## config.mk

```make
export PLATFORM = sky130hd
export DESIGN_NAME = burst_scheduler
export DESIGN_NICKNAME = d
export VERILOG_FILES = /design/src/rtl/burst_pkg.sv /design/src/rtl/cfg_slot.sv /design/src/rtl/burst_scheduler.sv
export SDC_FILE = /design/constraint.sdc
export NUM_CORES = 1
export LEC_CHECK = 0
export BUFFER_PORTS_ARGS = -buffer_cell sky130_fd_sc_hd__buf_2
export CAP_MARGIN = 5
export CORE_ASPECT_RATIO = 1.25
export CORE_MARGIN = 8
export CORE_UTILIZATION = 55
export DETAILED_ROUTE_END_ITERATION = 8
export PLACE_DENSITY = 0.77
export SYNTH_ARGS = -nofsm -noshare
export SYNTH_HDL_FRONTEND = slang
export SYNTH_SLANG_ARGS = --single-unit
```

## constraint.sdc

```tcl
create_clock -name clock -period 4.8 [get_ports clock]
set_clock_uncertainty 0.15 [all_clocks]
set_input_delay 0.24 -clock clock [delete_from_list [all_inputs] [get_ports clock]]
set_output_delay 0.24 -clock clock [all_outputs]
set_load 0.01 [all_outputs]
```

## src/rtl/burst_pkg.sv

```systemverilog
// Shared types and constants for the burst scheduler and its config slot.
package burst_pkg;

  // Fixed encodings; state_out exposes these directly.
  typedef enum logic [2:0] {
    StIdle     = 3'd0,
    StStart    = 3'd1,
    StBurstOn  = 3'd2,
    StBurstOff = 3'd3,
    StDrain    = 3'd4,
    StFault    = 3'd5
  } state_t;

  typedef struct packed {
    logic [31:0] period;
    logic [15:0] on;
    logic [15:0] off;
  } burst_cfg_t;

  localparam int unsigned MinPeriodDefault = 2;

  // Generator periods below the minimum cannot produce a half-cycle square.
  function automatic logic [31:0] clamp_period(input logic [31:0] p, input logic [31:0] min_p);
    return (p < min_p) ? min_p : p;
  endfunction

endpackage

```

## src/rtl/cfg_slot.sv

```systemverilog
// Single-entry valid/ready holding register for a burst configuration word.
// A word is captured (period clamped) when the slot is free and held as
// pending until the owner pulses apply.
module cfg_slot
  import burst_pkg::*;
#(
  parameter int unsigned RESET_PERIOD = 100,
  parameter int unsigned RESET_ON     = 8,
  parameter int unsigned RESET_OFF    = 992,
  parameter int unsigned MIN_PERIOD   = MinPeriodDefault
) (
  input  logic       clock,
  input  logic       reset,
  input  logic       in_valid,
  output logic       in_ready,
  input  burst_cfg_t in_cfg,
  input  logic       apply,
  output burst_cfg_t pending,
  output logic       pend
);

  burst_cfg_t pending_q;
  logic       pend_q;
  logic       xfer;

  assign xfer     = in_valid & in_ready;
  assign in_ready = ~pend_q;
  assign pending  = pending_q;
  assign pend     = pend_q;

  // Capture on transfer; a fresh capture wins over an apply of the old word.
  always_ff @(posedge clock or negedge reset) begin
    if (!reset) begin
      pending_q.period <= 32'(RESET_PERIOD);
      pending_q.on     <= 16'(RESET_ON);
      pending_q.off    <= 16'(RESET_OFF);
      pend_q           <= 1'b0;
    end else begin
      if (xfer) begin
        pending_q.period <= clamp_period(in_cfg.period, 32'(MIN_PERIOD));
        pending_q.on     <= in_cfg.on;
        pending_q.off    <= in_cfg.off;
      end
      if (xfer) begin
        pend_q <= 1'b1;
      end else if (apply) begin
        pend_q <= 1'b0;
      end
    end
  end

endmodule

```

## src/rtl/burst_scheduler.sv

```systemverilog
// Interrupter burst controller: programs the signal generator period at safe
// boundaries and gates its output into on/off bursts with an immediate fault kill.
module burst_scheduler
  import burst_pkg::*;
#(
  parameter int unsigned DEFAULT_PERIOD = 100,
  parameter int unsigned DEFAULT_ON     = 8,
  parameter int unsigned DEFAULT_OFF    = 992,
  parameter int unsigned MIN_PERIOD     = MinPeriodDefault
) (
  input  logic        clock,
  input  logic        reset,
  input  logic        enable,
  input  logic        fault,
  input  logic        cfg_valid,
  output logic        cfg_ready,
  input  logic [31:0] cfg_period,
  input  logic [15:0] cfg_on,
  input  logic [15:0] cfg_off,
  input  logic        gen_cycle_end,
  input  logic        gen_out,
  output logic [31:0] gen_period,
  output logic        gen_set_period,
  output logic        gen_reset,
  output logic        drive,
  output logic [2:0]  state_out,
  output logic        fault_latched
);

  state_t     state_q, state_d;
  burst_cfg_t active_q;
  burst_cfg_t pending;
  burst_cfg_t cfg_word;
  logic       pend;
  logic       apply;
  logic       set_q;
  logic [15:0] cnt_q, cnt_d;
  logic [15:0] eff_on;

  assign cfg_word = {cfg_period, cfg_on, cfg_off};

  cfg_slot #(
    .RESET_PERIOD(DEFAULT_PERIOD),
    .RESET_ON    (DEFAULT_ON),
    .RESET_OFF   (DEFAULT_OFF),
    .MIN_PERIOD  (MIN_PERIOD)
  ) u_cfg_slot (
    .clock   (clock),
    .reset   (reset),
    .in_valid(cfg_valid),
    .in_ready(cfg_ready),
    .in_cfg  (cfg_word),
    .apply   (apply),
    .pending (pending),
    .pend    (pend)
  );

  // FSM state register.
  always_ff @(posedge clock or negedge reset) begin
    if (!reset) begin
      state_q <= StIdle;
    end else begin
      state_q <= state_d;
    end
  end

  // Active config, period strobe and cycle counter.
  always_ff @(posedge clock or negedge reset) begin
    if (!reset) begin
      active_q.period <= 32'(DEFAULT_PERIOD);
      active_q.on     <= 16'(DEFAULT_ON);
      active_q.off    <= 16'(DEFAULT_OFF);
      set_q           <= 1'b0;
      cnt_q           <= '0;
    end else begin
      if (apply) begin
        active_q <= pending;
      end
      set_q <= apply;
      cnt_q <= cnt_d;
    end
  end

  // Next-state, counter and apply decision; fault overrides everything.
  always_comb begin
    state_d = state_q;
    cnt_d   = cnt_q;
    apply   = 1'b0;
    // Burst length that will be in force after an apply-if-pending.
    eff_on  = pend ? pending.on : active_q.on;
    case (state_q)
      StIdle: begin
        cnt_d = '0;
        if (enable) begin
          state_d = StStart;
        end else begin
          apply = pend;
        end
      end
      StStart: begin
        // Always reload so the restarted generator runs the intended period.
        cnt_d   = '0;
        apply   = 1'b1;
        state_d = (pending.on == '0) ? StBurstOff : StBurstOn;
      end
      StBurstOn: begin
        if (!enable) begin
          state_d = gen_cycle_end ? StIdle : StDrain;
        end else if (gen_cycle_end) begin
          if (cnt_q == active_q.on - 16'd1) begin
            cnt_d = '0;
            if (active_q.off != '0) begin
              state_d = StBurstOff;
            end else begin
              // Continuous mode: each new burst is an entry point for pending config.
              apply = pend;
              if (eff_on == '0) begin
                state_d = StBurstOff;
              end
            end
          end else begin
            cnt_d = cnt_q + 16'd1;
          end
        end
      end
      StBurstOff: begin
        if (!enable) begin
          state_d = StIdle;
        end else if ((active_q.off == '0) ||
                     (gen_cycle_end && (cnt_q == active_q.off - 16'd1))) begin
          cnt_d   = '0;
          apply   = pend;
          state_d = (eff_on == '0) ? StBurstOff : StBurstOn;
        end else if (gen_cycle_end) begin
          cnt_d = cnt_q + 16'd1;
        end
      end
      StDrain: begin
        if (gen_cycle_end) begin
          state_d = StIdle;
        end
      end
      StFault: begin
        cnt_d = '0;
        if (!fault && !enable) begin
          state_d = StIdle;
        end
      end
      default: begin
        state_d = StIdle;
      end
    endcase
    if (fault) begin
      state_d = StFault;
      apply   = 1'b0;
      cnt_d   = '0;
    end
  end

  // Outputs; drive is killed combinationally by fault.
  always_comb begin
    gen_reset      = (state_q == StIdle) || (state_q == StStart) || (state_q == StFault);
    drive          = ((state_q == StBurstOn) || (state_q == StDrain)) && gen_out && !fault;
    fault_latched  = (state_q == StFault);
    state_out      = state_q;
    gen_period     = active_q.period;
    gen_set_period = set_q;
  end

endmodule

```

==> flow_summary.json, run 1 <==
{
  "syn_nets": 707,
  "crit_start": "active_q[16]",
  "min_path_type": "in -> reg",
  "clock_latency_ps": 420,
  "final_max_slew_viol_count": 0,
  "maxCapViolations": 0,
  "ys_warn_count": 0,
  "end_kind": "flip-flop",
  "max-vdd-ir-drop_uv": 371,
  "setup_viol": 0,
  "hpwl_um": 12500,
  "drc": 0,
  "timing.final.crit_share": 0.869,
  "wl_um": 18900,
  "initial_core_util": 0.562,
  "grtUsageTotal": 0.221,
  "drt_iter0_drc": 303,
  "drtPass1Iterations": 4,
  "grt-ovfl-total": 0,
  "cts_root_buffer": "clkbuf_16",
  "grt_pass1_wl_um": 31100,
  "nNetsFinal": 845,
  "gp_congestion": 0.904,
  "grt_antenna_before_repair": 0,
  "mostFrequentLayoutCells": "dfrtp_1 (131), buf_2 (109), mux2_2 (82), dlygate4sd3_1 (65), mux2_1 (46)",
  "synth_edf_count": 0,
  "die_x_um": 120,
  "worstSetupPathType": "reg -> reg",
  "cts_setup_buffers": 0,
  "arrival_ps": 4310,
  "vias_per_cell": 5.77,
  "final_common_cell": "dfrtp_1",
  "cts-htree-levels": 4,
  "rows": 47,
  "fmax_mhz": 240,
  "grt_max_degree": 100,
  "dieArea_mm2": 0.0176,
  "power_density_mw_per_mm2": 595,
  "core_region_area_mm2": 0.0133,
  "ys_seq_area_frac": 0.502,
  "rsz0062_at_grt": "false",
  "clockBufferDepth": 2,
  "start_kind": "flip-flop",
  "netlist_area_mm2": 0.00747,
  "cts.clk_slew.worst_paths_ps": 60,
  "grt_pass1_vias": 5899,
  "fin_ws_ps": 628,
  "io_pins": 111,
  "synth_ff_type": "dfrtp_1",
  "hp-start": "enable",
  "cts_sinks": 149,
  "ant_nets": 0,
  "syn_area_per_cell_um2": 11.8,
  "synth_cell_type_count": 58,
  "portBuffers": 110,
  "route.vias.total": 5514,
  "tightest_slew_ps": 1110,
  "dp_slack_ps": 666,
  "cts_buffers": 17,
  "setup_tns_ps": 0,
  "postSynthCellCount": 633,
  "r2r-start": "active_q[16]",
  "hold_violations": 0,
  "cts_tree": "built",
  "critPathRequiredTime_ps": 4940,
  "status": "finished clean",
  "async_flop_share": 1.00,
  "post_drt_wl_per_cell_um": 19.7,
  "synthToLayoutAreaGrowth_pct": 23.4,
  "cp_max_fo": 31,
  "yosys_register_bits": 149,
  "max_slew_margin": 0.260,
  "diodes": 0,
  "power_leakage_nw": 4.03,
  "die_h_um": 146,
  "drive_above_1_share": 0.328,
  "fin_crit_ps": 4170
}
## report_power, final
| part | internal [mW] | switching, mW |
|---|---|---|
| Sequential | 1.88 | 0.525 |
| Combinational | 0.897 | 0.780 |
| Clock | 0.848 | 0.561 |
| Total | 3.62 | 1.87 |
## sequential cells by signal, summed over array words and instances (netlist names)
register	count
u_cfg_slot.pending	64
u_cfg_slot.pend	1
gen_period	32
active_q	32
gen_set_period	1
cnt_q	16
state_out	3
## repair_timing
item                      in CTS  in global routing
hold endpoints to repair     156                  0
hold buffers                  65                  0
resized for setup              0                  0
## worst max-delay path, cell delays in order (launching register included)
cell and delay, ps:
dfrtp_1 430, inv_1 80, ha_1 180, or3b_1 430, or3_1 350, a22o_1 210
nor4_1 230, o2111ai_1 170, nor4_2 390, nand4_1 220, a31oi_4 530, buf_12 270
mux2_1 380
## cell families (layout without fill, tap and decap cells)
family / count (synthesis) / after routing / share of synthesized area
compound gates: 78 / 78 / 0.0701
xor+xnor: 44 / 44 / 0.0516
fa+ha+maj: 3 / 3 / 0.00502
buf+inv: 74 / 225 / 0.0581
flops: 149 / 149 / 0.502
mux: 132 / 132 / 0.198
simple gates: 153 / 153 / 0.115
## worst paths after layout
path | cells after the start | endpoint | slack [ps]
setup reg to reg | 12 | active_q[17] | 630
min in group asynchronous | 2 | active_q[21] | 340
max in group asynchronous | 3 | active_q[11] | 2970
hold reg to reg | 1 | gen_period[12] | 340
hold / removal | 3 | state_out[1] | 30
setup / recovery | 12 | active_q[17] | 630
## layout make-up
cell class / count / area [um2]
Fill cell: 910 / 4060
Sequential cell: 149 / 3750
Multi-Input combinational cell: 410 / 3310
Timing Repair Buffer: 181 / 1280
Clock buffer: 18 / 439
Tap cell: 171 / 214
Clock inverter: 14 / 188
Inverter: 12 / 45.0
## through the flow
step	hold slack, ps	utilization	instances	instance area [um2]	power (mW)
6_report	26.2	0.694	955	9230	5.49
3_3_place_gp	234	0.598	858	7950	3.89
5_1_grt	51.6	0.694	955	9230	5.80
4_1_cts	9.52	0.694	955	9230	5.48
2_1_floorplan	-206	-	633	7470	3.60
3_5_place_dp	240	0.598	858	7950	4.00
## synth_stat cells, types with 3 or more instances
| cell type | number | area share |
|---|---|---|
| nand3_1 | 8 | 0.0054 |
| o22a_1 | 3 | 0.0035 |
| mux2i_1 | 4 | 0.0054 |
| clkbuf_1 | 19 | 0.0095 |
| or3_1 | 4 | 0.0033 |
| mux2_2 | 82 | 0.12 |
| a21oi_1 | 11 | 0.0074 |
| o21ai_0 | 21 | 0.014 |
| nor4_1 | 21 | 0.018 |
| a22o_1 | 8 | 0.0094 |
| buf_1 | 4 | 0.0020 |
| buf_4 | 33 | 0.033 |
| o211ai_1 | 4 | 0.0040 |
| nor2b_1 | 14 | 0.012 |
| a22oi_1 | 3 | 0.0030 |
| dfstp_2 | 18 | 0.063 |
| mux2_1 | 46 | 0.069 |
| nor3_1 | 15 | 0.010 |
| xor2_1 | 22 | 0.026 |
| o31ai_1 | 4 | 0.0040 |
| o22ai_1 | 4 | 0.0033 |
| buf_6 | 4 | 0.0060 |
| and3_1 | 11 | 0.0092 |
| xnor2_1 | 22 | 0.026 |
| a211oi_1 | 3 | 0.0030 |
| ha_1 | 3 | 0.0050 |
| nor2_1 | 26 | 0.013 |
| inv_1 | 12 | 0.0060 |
| nand2b_1 | 6 | 0.0050 |
| dfrtp_1 | 131 | 0.44 |
| nand2_1 | 23 | 0.012 |
| nand4_1 | 8 | 0.0067 |
## routing by layer
layer	vias to the layer above	share of wire	GRT usage
met1	2811	0.40	0.251
met4	0	0.026	0.0789
li1	2527	-	-
met2	144	0.52	0.385
met3	32	0.052	0.0660
met5	-	0	0
Power figures use the tool's default switching activity.
==> run 2: changes to the inputs <==
Settings changed: CORE_UTILIZATION 55 to 57, PLACE_DENSITY 0.77 to 0.8.
==> run 2 against run 1 <==
Final cell count decreased by 0.10%. Sequential share of layout area increased by 0.36 points. Critical path depth unchanged. Design area decreased by 0.88%. Die area decreased by 3.1%. Global-route usage increased by 0.44 points. Wire length decreased by 2.1%. Register-to-register slack improved by 50 ps. Sequential cell count unchanged. Clock power decreased by 9%. Core utilization increased by 0.63 points. Critical path type unchanged. Critical endpoint is now gen_period[9].
==> flow_summary.json, run 2 (synthesis gave the netlist of run 1 again) <==
{
  "mostFrequentLayoutCells": "dfrtp_1 (131), buf_2 (109), mux2_2 (82), dlygate4sd3_1 (65), mux2_1 (46)",
  "core_region_area_mm2": 0.0131,
  "regToRegSetupSlack_ps": 680,
  "rows": 47,
  "ant_nets": 0,
  "drt_iter0_drc": 385,
  "final_common_cell": "dfrtp_1",
  "setup_viol": 0,
  "largest_reg_flops": 64,
  "critPathRequiredTime_ps": 4950,
  "die_x_um": 118,
  "drc": 0,
  "initial_core_util": 0.573,
  "cp_max_fo": 66,
  "hpwl_um": 11900,
  "power_leakage_nw": 3.99,
  "route.vias.total": 5455,
  "fin_crit_ps": 4120,
  "grt_pass1_vias": 6080,
  "final_max_slew_viol_count": 0,
  "gp_congestion": 0.937,
  "clockBufferDepth": 2,
  "wl_um": 18500,
  "dpl.cell_count": 856,
  "finalHoldWorstSlack_ps": 34.0,
  "timing.final.crit_share": 0.858,
  "grt-ovfl-total": 0,
  "grt_max_degree": 98,
  "grt_pass1_wl_um": 31100,
  "stdcell_count": 954,
  "grtUsageTotal": 0.226,
  "power_density_mw_per_mm2": 585,
  "cts_sinks": 149,
  "arrival_ps": 4270,
  "cts_tree": "built",
  "post_drt_wl_per_cell_um": 19.4,
  "hold_violations": 0,
  "max_slew_margin": 0.295,
  "end_kind": "flip-flop",
  "vias_per_cell": 5.72,
  "cts_setup_buffers": 0,
  "worstSetupPathType": "reg -> reg",
  "start_kind": "flip-flop",
  "drive_above_1_share": 0.326,
  "cts-htree-levels": 4,
  "setup_tns_ps": 0,
  "min_path_type": "in -> reg",
  "drtPass1Iterations": 5,
  "cts.clk_slew.worst_paths_ps": 60,
  "grt_antenna_before_repair": 0,
  "io_pins": 111,
  "max-vdd-ir-drop_uv": 408,
  "fmax_mhz": 243,
  "portBuffers": 110,
  "clock_latency_ps": 420,
  "maxCapViolations": 0,
  "status": "finished clean",
  "cts_buffers": 17,
  "dieArea_mm2": 0.0171,
  "cts_root_buffer": "clkbuf_16",
  "tightest_slew_ps": 1050,
  "synthToLayoutAreaGrowth_pct": 22.3,
  "die_h_um": 144,
  "rsz0062_at_grt": "false",
  "nNetsFinal": 843
}
-- run 2: cell type report --
type | instances | area, um2
antenna | 1 | 2.50
clock buffer | 17 | 425
clock inverter | 15 | 145
fill | 907 | 3910
inverter | 12 | 45.0
multi-input combinational | 410 | 3310
sequential | 149 | 3750
tap | 171 | 214
timing repair buffer | 179 | 1250
-- run 2: metrics by stage --
step / setup slack, ps / power (mW) / util / area, um2
floorplan: 1390 / 3.60 / - / 7470
global placement: 899 / 3.88 / 0.607 / 7920
detailed placement: 775 / 3.99 / 0.607 / 7920
CTS: 727 / 5.34 / 0.700 / 9140
global route: 549 / 5.66 / 0.700 / 9140
finish: 681 / 5.35 / 0.700 / 9150
-- run 2: path summary, 6_finish.rpt --
path / start / end / depth (start not counted)
setup reg to reg: active_q[16] / gen_period[9] / 12
setup / recovery: active_q[16] / gen_period[9] / 12
hold reg to reg: gen_period[27] / gen_period[27] / 1
hold / removal: enable / state_out[1] / 3
min in group asynchronous: reset / u_cfg_slot.pending[24] / 2
max in group asynchronous: reset / gen_period[24] / 3
-- run 2: critical path, cell delays in order, from the launching register on --
cell and delay [ps]:
dfrtp_1 440, inv_1 90, ha_1 170, or3b_1 440
or3_1 360, a22o_1 200, nor4_1 250, o2111ai_1 220
nor4_2 420, nand4_1 220, a31oi_4 250, buf_12 320
mux2_2 400
-- run 2: what timing repair did --
action | CTS | global route
gates resized for setup | 0 | 0
hold buffers | 65 | 0
hold endpoints to repair | 149 | 0
-- run 2: report_power, final --
group / internal, mW / switching (mW) / total, mW / leakage (nW)
combinational: 0.891 / 0.784 / 1.68 / 1.93
sequential: 1.88 / 0.510 / 2.39 / 1.78
clock: 0.726 / 0.561 / 1.29 / 0.271
-- run 2: layer usage --
layer / GRT usage / up-vias / part of all wire
met2: 0.405 / 166 / 0.53
met4: 0.0914 / 0 / 0.028
met3: 0.0559 / 40 / 0.048
li1: - / 2510 / -
met1: 0.253 / 2739 / 0.39
met5: 0 / - / 0
